==> config.mk <==
export PLATFORM = sky130hd
export DESIGN_NAME = fifo_wr_arbiter
export DESIGN_NICKNAME = d
export VERILOG_FILES = /design/src/rtl/fifo_pkg.sv /design/src/rtl/fifo_wr_arbiter_rr_pick.sv /design/src/rtl/fifo_wr_arbiter.sv
export SDC_FILE = /design/constraint.sdc
export NUM_CORES = 1
export LEC_CHECK = 0
export ABC_AREA = 1
export CAP_MARGIN = 20
export CORE_MARGIN = 2
export CORE_UTILIZATION = 38
export CTS_CLUSTER_SIZE = 28
export DETAILED_ROUTE_END_ITERATION = 10
export PLACE_DENSITY = 0.87
export SYNTH_ARGS = -nofsm -noshare
export SYNTH_HDL_FRONTEND = slang
export SYNTH_HIERARCHICAL = 1
export SYNTH_SLANG_ARGS = --single-unit
==> constraint.sdc <==
create_clock -name clk -period 5.3 [get_ports clk]
set_clock_uncertainty 0.15 [all_clocks]
set_input_delay 1.06 -clock clk [delete_from_list [all_inputs] [get_ports clk]]
set_output_delay 1.06 -clock clk [all_outputs]
set_load 0.03 [all_outputs]
==> src/rtl/fifo_pkg.sv <==
// Shared definitions for the FIFO write-side blocks: data width, FSM state
// encoding and a width helper.
package fifo_pkg;
  localparam int FIFO_DW = 16;

  typedef enum logic {IDLE, BURST} state_t;

  // ceil(log2(v)), never below 1 so one-entry ranges still get a bit
  function automatic int clog2(input int v);
    int r;
    r = 0;
    while ((1 << r) < v) r++;
    return (r < 1) ? 1 : r;
  endfunction
endpackage

==> src/rtl/fifo_wr_arbiter_rr_pick.sv <==
// Round-robin picker: rotate requests so last+1 sits at bit 0, take the first
// set bit, then map the position back to a requester index.
module rr_pick
  import fifo_pkg::*;
#(
  parameter  int N  = 4,
  localparam int IW = clog2(N)
) (
  input  logic [N-1:0]  req,
  input  logic [IW-1:0] last,
  output logic [IW-1:0] winner,
  output logic          any
);
  logic [N-1:0]  rot;
  logic [IW-1:0] idx;
  logic          found;
  int            start;
  int            pos;

  always_comb begin
    rot   = '0;
    idx   = '0;
    found = 1'b0;
    pos   = 0;
    start = (int'(last) + 1) % N;
    for (int i = 0; i < N; i++) begin
      idx    = IW'((start + i) % N);
      rot[i] = req[idx];
    end
    for (int i = 0; i < N; i++) begin
      if (!found && rot[i]) begin
        found = 1'b1;
        pos   = i;
      end
    end
    winner = IW'((start + pos) % N);
    any    = |req;
  end
endmodule

==> src/rtl/fifo_wr_arbiter.sv <==
// Shares one FIFO write port among N valid/ready producers with round-robin
// grants limited to MAX_BURST beats each.
module fifo_wr_arbiter
  import fifo_pkg::*;
#(
  parameter  int N         = 4,
  parameter  int DW        = FIFO_DW,
  parameter  int MAX_BURST = 4,
  localparam int IW        = clog2(N),
  localparam int BW        = clog2(MAX_BURST + 1)
) (
  input  logic            clk,
  input  logic            rst_n,
  input  logic [N-1:0]    req_valid,
  input  logic [N*DW-1:0] req_data,
  output logic [N-1:0]    req_ready,
  input  logic            fifo_full,
  output logic            fifo_w_en,
  output logic [DW-1:0]   fifo_data_in,
  output logic [IW-1:0]   grant_id,
  output logic            busy
);
  state_t                 state, state_nx;
  logic [IW-1:0]          last, last_nx, grant_nx;
  logic [BW-1:0]          beat_cnt, beat_nx;
  logic [IW-1:0]          pick_id;
  logic                   pick_any;
  logic [N-1:0][DW-1:0]   data_arr;

  assign data_arr = req_data;

  rr_pick #(.N(N)) u_pick (
    .req    (req_valid),
    .last   (last),
    .winner (pick_id),
    .any    (pick_any)
  );

  always_ff @(posedge clk or negedge rst_n) begin
    if (!rst_n) begin
      state    <= IDLE;
      grant_id <= '0;
      last     <= IW'(N - 1);
      beat_cnt <= '0;
      busy     <= 1'b0;
    end else begin
      state    <= state_nx;
      grant_id <= grant_nx;
      last     <= last_nx;
      beat_cnt <= beat_nx;
      busy     <= (state_nx == BURST);
    end
  end

  always_comb begin
    state_nx     = state;
    grant_nx     = grant_id;
    last_nx      = last;
    beat_nx      = beat_cnt;
    req_ready    = '0;
    fifo_w_en    = 1'b0;
    fifo_data_in = '0;
    case (state)
      IDLE: begin
        if (pick_any) begin
          grant_nx = pick_id;
          last_nx  = pick_id;
          beat_nx  = '0;
          state_nx = BURST;
        end
      end
      BURST: begin
        req_ready[grant_id] = !fifo_full;
        fifo_data_in        = data_arr[grant_id];
        fifo_w_en           = req_valid[grant_id] & !fifo_full;
        // a stall with valid held keeps the grant and the count untouched
        if (!req_valid[grant_id]) begin
          state_nx = IDLE;
        end else if (fifo_w_en) begin
          beat_nx = beat_cnt + 1'b1;
          if (beat_cnt == BW'(MAX_BURST - 1)) state_nx = IDLE;
        end
      end
      default: state_nx = IDLE;
    endcase
  end
endmodule
# Yosys cells after proc, flatten, opt, wreduce, memory -nomap -nowiden
# Index checks and enable logic that the tools add are counted.
totals:
  reg_bits: 8
  latchBits: 0
  mem_bits_rw: 0
  mem_bits_ro: 0
  out_inout_bits: 24
  word_cells: 66
  n_memories: 0
op_classes:
  n_addsub: 6
  n_mul: 0
  n_div: 0
  order_cmp: 6
  n_eq_ne: 4
  shift: 0
  muxes: 32
  n_bitwise: 3
  reduce_logical: 11
ops:
  columns: ["cell", "count"]
  rows:
  - ["binary-select mux 16 bit (select 2 bit)", 1]
  - ["2-to-1 mux 16 bit", 2]
  - ["< comparator 2 x 3 -> 1 bit (second input constant)", 5]
  - ["2-to-1 mux 1 bit", 15]
  - ["binary-select mux 1 bit (select 2 bit)", 5]
  - ["2-to-1 mux 3 bit", 3]
  - ["one-hot mux 3 bit (2 select lines)", 1]
  - ["adder 2 x 1 -> 2 bit (second input constant)", 2]
  - ["adder 2 bit (second input constant)", 2]
  - ["AND 4 bit", 1]
  - ["logical AND 1 bit", 4]
  - ["logical NOT 1 bit", 4]
  - ["2-to-1 mux 2 bit", 2]
  - ["2-to-1 mux 4 bit", 1]
  - ["inequality test 2 x 1 -> 1 bit (second input constant)", 2]
  - ["OR reduction 4 bit", 1]
  - ["adder 3 x 1 -> 3 bit (second input constant)", 1]
  - ["== test 3 x 2 -> 1 bit (second input constant)", 1]
  - ["AND reduction 3 bit", 1]
  - ["adder 2 bit", 1]
  - ["demux 1 bit (select 2 bit)", 1]
  - [">= comparator 2 x 1 -> 1 bit (second input constant)", 1]
  - ["inequality test 2 bit (second input constant)", 1]
  - ["one-hot mux 1 bit (2 select lines)", 1]
  - ["3 further kinds", 3]

# Longest topological paths before layout
# Gate-level depths: netlist (run 1).
logic_depth:
  word_depth: 14
  depth_mapped: 15
  ltp_nobuf: 14

# Modules after synthesis
# The synthesis (run 1) kept the hierarchy.
modules_own_cells:
  columns: ["module", "instances", "cells_per_inst", "area_each_um2"]
  rows:
  - ["fifo_wr_arbiter", 1, 178, 1048.5]
  - ["rr_pick", 1, 56, 282.8]

# Worst setup path before layout (run 1)
# No wires, ideal clock.
synth_path:
  kind: "input to output"
  start: "in fifo_full"
  end: "out req_ready[0]"
  arrival_ns: 1.958
  setup_slack_ns: 2.132
  cell_stages: 3
  n_path_buf: 0
  cell_sequence: "nor2_4 > inv_1 > nor3_1"
synth_between:
  elab_chain_cells: 3
synth_lines:
  columns: ["item", "line_no", "source"]
  rows:
  - ["start: declaration", "fifo_wr_arbiter.sv:17", "input logic fifo_full,"]
  - ["logical NOT 1 bit", "fifo_wr_arbiter.sv:73", "req_ready[grant_id] = !fifo_full;"]
  - ["AND 4 bit (no line)", null, null]
  - ["2-to-1 mux 4 bit", "fifo_wr_arbiter.sv:63", "case (state)"]
  - ["end: declaration", "fifo_wr_arbiter.sv:16", "output logic [N-1:0] req_ready,"]
# No other way between the ends.

# Worst setup path in the final report (run 1)
layout_path:
  start: "in fifo_full"
  end: "out req_ready[3]"
# Same word-level chain as after synthesis.

==> results of run 1 <==
state kept, by name, summed over array words and instances, names as in the netlist:
register / flops
beat_cnt: 3
grant_id: 2
last: 2
state: 1
cell families after synthesis:
logic type | after synthesis | share of synthesized area
and+or+nand+nor | 172 | 0.585
adders and majority gates | 3 | 0.0282
AOI/OAI and AO/OA | 20 | 0.0921
DFF | 8 | 0.152
xor gates and xnor gates | 1 | 0.00658
buffers and inverters | 30 | 0.136
synth_stat cells, drive strengths merged:
master  number
ha           3
a31oi       16
dfrtp        6
nand3       40
nor3         4
nand3b       2
clkbuf       1
nand2      123
o211ai       1
inv         16
nor2         2
nand4        1
dfstp        2
o21ai        2
a21oi        1
xor2         1
buf         13
critical path: stages:
cell             delay, ns
clkdlybuf4s50_1       0.46
nor2_4                0.20
inv_1                 0.10
nor3_1                0.20
clkdlybuf4s50_1       0.74
final cells by class:
| class | count | area share |
|---|---|---|
| clock buffer | 4 | 0.0116 |
| inverter | 16 | 0.0333 |
| multi-input combinational | 196 | 0.420 |
| sequential | 8 | 0.0898 |
| tap | 46 | 0.0255 |
| timing repair buffer | 95 | 0.420 |
metal layers:
metal,global-route usage,wire length (um)
met1,0.294,1940
met2,0.410,2330
met3,0.0375,352
met4,0.0652,74
met5,0,0
worst paths after layout:
check / end / start / depth (start not counted)
max reg2reg: grant_id[1] / last[0] / 13
max: req_ready[3] / fifo_full / 5
min reg2reg: beat_cnt[1] / beat_cnt[1] / 2
min in group asynchronous: beat_cnt[0] / rst_n / 1
max in group asynchronous: last[1] / rst_n / 1
min: beat_cnt[1] / beat_cnt[1] / 2
power groups by stage:
stage	logic (mW)	clock network (mW)	registers (mW)
floorplan	0.748	0	0.137
global placement	1.01	0	0.151
detailed placement	1.02	0	0.152
CTS	1.02	0.0514	0.151
global route	1.12	0.0534	0.156
finish	1.02	0.0486	0.151
metrics by stage:
step	cells	hold slack, ns	power, mW	util
after floorplan	234	0.305	0.885	-
after global placement	361	0.350	1.16	0.663
after detailed placement	361	0.351	1.17	0.663
after CTS	365	0.364	1.22	0.671
after global routing	365	0.391	1.32	0.671
final	365	0.365	1.22	0.671
==> results.yml, run 1 <==
detailed_routing:
  vias: 1829
  wl_um: 4700
  drc: 0
  drt_iter0_drc: 178
  via_per_inst: 5.01
  ant_nets: 0
  first_pass_iters: 4
  wire_per_inst_um: 12.9
placement:
  dpl_cell_area_mm2: 0.00223
  gp_congestion: 0.813
  place_ws_ns: 1.35
  io_buffers: 94
  hpwl_um: 3560
pwr:
  p_sw_frac: 0.584
  cellPowerDensity_mw_per_mm2: 539
  p_comb_frac: 0.836
  p_int_mw: 0.507
  seqPwrFrac: 0.124
  p_leak_nw: 1.04
  ir_worst_vdd_v: 0.000454
  switching_power_mw: 0.710
  pwr-share-clk: 0.040
final_layout:
  n_antenna_cell: 0
  syn_to_final_growth_pct: 69.5
  regArea_um2: 203
  design_area_mm2: 0.00226
  nNetsFinal: 394
  fillers: 329
  multi_input_area_um2: 947
  final_common_cell: "nand2_1"
  drive_gt1_frac: 0.0815
  most-common-layout-cells: "110 x nand2_1, 94 x clkdlybuf4s50_1, 40 x nand3_1, 16 x a31oi_1, 11 x inv_1"
synth:
  syn_area_per_cell_um2: 5.69
  seq_area_frac_synth: 0.152
  syn_area_mm2: 0.00133
  synth_top_area_share: 0.310
  synth_top_cell_by_area: "nand2_1"
  yosys-top-cells-area: "nand2_1 31%, nand3_1 15%, dfrtp_1 11%"
  ys_types: 23
  syn_inst: 234
  ys_ff_latch: 8
  ys_warn_count: 6
  syn_nets: 308
hold_path:
  hp-class: "flip-flop to flip-flop"
setup_path:
  reg2reg_slack_ns: 3.12
  crit_fanout: 5
  required_ns: 4.09
  crit_type: "input pin to output port"
  critPathArrivalTime_ns: 2.76
  worst_setup_path_start_kind: "input pin"
  cp-end-kind: "output port"
die:
  initial_core_util: 0.396
  core-area_mm2: 0.00336
  die_h_um: 63.2
  dieArea_mm2: 0.00399
  die_w_um: 63.2
  ios: 95
  row_count: 21
clock_network:
  cts_hold_buf: 0
  cts.clk_slew.worst_paths_ns: 0.06
  ctsResizeCount: 0
  cts_tree: "done"
  cts_made_buffers: 3
  cts_num_sinks: 8
  clock_latency_ns: 0.25
  cts_setup_buffers: 0
  h-tree-depth: 1
  cts_root_buf: "clkbuf_4"
  clock_path_buffers: 2
sta:
  tightest_slew_ns: 0.806
  fmax_mhz: 252
  rsz0062_at_grt: "no"
  post-route-period-util: 0.750
  fin_ws_ns: 1.33
  slew_headroom: 0.463
  setup_viol: 0
  setup-tns-final_ns: 0
  slew_violations: 0
  hold_viol: 0
  min_period_ns: 3.97
global_routing:
  grt_usage: 0.233
  antenna_found_initial: 0
  grt-ovfl-total: 0
  grt_pass1_wl_um: 7670
  grt_start_max_net_pins: 39
  grt_pass1_vias: 1654
job:
  cap_viol_max_count: 0
status:
  outcome: "completed"
Note: power is estimated with default switching activity, not from simulation.
==> run 2, diff against run 1 <==
--- a/config.mk
+++ b/config.mk
@@ -8,10 +8,10 @@
 export ABC_AREA = 1
 export CAP_MARGIN = 20
 export CORE_MARGIN = 2
-export CORE_UTILIZATION = 38
+export CORE_UTILIZATION = 32
 export CTS_CLUSTER_SIZE = 28
 export DETAILED_ROUTE_END_ITERATION = 10
-export PLACE_DENSITY = 0.87
+export PLACE_DENSITY = 0.78
 export SYNTH_ARGS = -nofsm -noshare
 export SYNTH_HDL_FRONTEND = slang
 export SYNTH_HIERARCHICAL = 1
==> constraint.sdc (replaced) <==
create_clock -name clk -period 3.35 [get_ports clk]
set_clock_uncertainty 0.15 [all_clocks]
set_input_delay 0.67 -clock clk [delete_from_list [all_inputs] [get_ports clk]]
set_output_delay 0.67 -clock clk [all_outputs]
set_load 0.03 [all_outputs]
==> results.yml, run 2 (synthesis gave the netlist of run 1 again) <==
clock_network:
  cts_root_buf: "clkbuf_8"
  cts_setup_buffers: 0
  cts_tree: "done"
  cts_made_buffers: 3
  h-tree-depth: 1
  clock_path_buffers: 2
  clock_latency_ns: 0.23
  cts.clk_slew.worst_paths_ns: 0.04
  cts_hold_buf: 0
  cts_num_sinks: 8
  ctsResizeCount: 0
hold_path:
  hp-class: "flip-flop to flip-flop"
setup_path:
  worst_path_max_delay_cell: "clkdlybuf4s50_1"
  slowest_delay_ns: 0.66
  worst_setup_path_start_kind: "input pin"
  critPathArrivalTime_ns: 2.34
  required_ns: 2.53
  critical-path-top-delay-family: "buffers and inverters"
  crit_type: "input pin to output port"
  crit_fanout: 5
  crit_buf_inv: 3
  cp-end-kind: "output port"
  cp_cell_sequence: "clkdlybuf4s50_1 > nand2_2 > nand2_1 > nand2_2 > nand2_4 > nand2_4 > inv_1 > clkdlybuf4s50_1"
final_layout:
  largest-register: "beat_cnt"
  drive_gt1_frac: 0.0875
  fillers: 404
  syn_to_final_growth_pct: 72.2
  final_common_cell: "nand2_1"
  design_area_mm2: 0.00229
  multi_input_area_um2: 947
  reg_top3: "beat_cnt x3, grant_id x2, last x2"
  regArea_um2: 203
  largest_reg_flops: 3
  n_antenna_cell: 0
  most-common-layout-cells: "110 x nand2_1, 94 x clkdlybuf4s50_1, 40 x nand3_1, 16 x a31oi_1, 11 x inv_1"
  nNetsFinal: 396
sta:
  hold_viol: 0
  slew_headroom: 0.628
  fmax_mhz: 317
  slew_violations: 0
  min_period_ns: 3.16
  tightest_slew_ns: 0.557
  post-route-period-util: 0.942
  setup_viol: 0
  setup-tns-final_ns: 0
  rsz0062_at_grt: "no"
detailed_routing:
  vias: 1790
  wl_um: 4440
  ant_nets: 0
  first_pass_iters: 4
  drt_iter0_drc: 73
  wire_per_inst_um: 12.0
  via_per_inst: 4.84
  drc: 0
global_routing:
  grt_pass1_wl_um: 6750
  grt_usage: 0.184
  grt_pass1_vias: 1551
  grt_start_max_net_pins: 38
  antenna_found_initial: 0
  grt-ovfl-total: 0
placement:
  dpl_cell_area_mm2: 0.00225
  hpwl_um: 3350
  io_buffers: 94
  gp_congestion: 0.877
die:
  initial_core_util: 0.333
  die_w_um: 68.5
  ios: 95
  row_count: 23
  die_h_um: 68.5
  dieArea_mm2: 0.00469
  core-area_mm2: 0.00400
pwr:
  p_leak_nw: 1.06
  cellPowerDensity_mw_per_mm2: 859
  ir_worst_vdd_v: 0.000597
status:
  outcome: "completed"
job:
  cap_viol_max_count: 0
==> run 2: cell types whose count changed in the layout (fill, tap and decap cells not counted), sizes merged <==
cell,before,now
buf,1,3
clkbuf,4,3
==> run 2: path summary, 6_finish.rpt <==
path	startpoint	endpoint	slack [ns]	cells after the start
setup / recovery	req_valid[0]	fifo_w_en	0.19	8
hold / removal	beat_cnt[2]	beat_cnt[2]	0.36	2
setup reg to reg	last[0]	grant_id[1]	1.15	13
hold reg to reg	beat_cnt[2]	beat_cnt[2]	0.36	2
max in group asynchronous	rst_n	last[1]	2.19	1
min in group asynchronous	rst_n	beat_cnt[2]	0.56	1
==> run 2: final cells by class <==
type                            instances  share of cell area
Multi-Input combinational cell        196               0.413
Sequential cell                         8              0.0884
Clock buffer                            3              0.0180
Inverter                               16              0.0328
Tap cell                               50              0.0273
Timing Repair Buffer                   97               0.420
==> run 2: where the power goes <==
group	switching (mW)	internal, mW	leakage [nW]
Sequential	0.0767	0.151	0.0979
Combinational	1.00	0.622	0.938
Clock	0.0369	0.0777	0.0216
==> run 2: metal layers <==
metal | wire length (um) | vias to the layer above | GRT usage
li1 | - | 941 | -
met1 | 1810 | 784 | 0.208
met2 | 2130 | 62 | 0.345
met3 | 478 | 3 | 0.0406
met4 | 23 | 0 | 0.0475
met5 | 0 | - | 0
==> run 2: worst min-delay path: stages, from the launching register on <==
cell and delay, ns:
dfrtp_1 0.34, nand3_1 0.07, nand2_1 0.06
==> run 2: stage by stage <==
step	setup slack [ns]	hold slack, ns	std cells	utilization	power (mW)
floorplan	0.921	0.224	234	-	1.40
global placement	0.203	0.344	367	0.563	1.85
detailed placement	0.194	0.353	367	0.563	1.87
CTS	0.184	0.358	370	0.573	1.99
global route	0.0894	0.382	370	0.573	2.16
finish	0.194	0.358	370	0.573	1.97
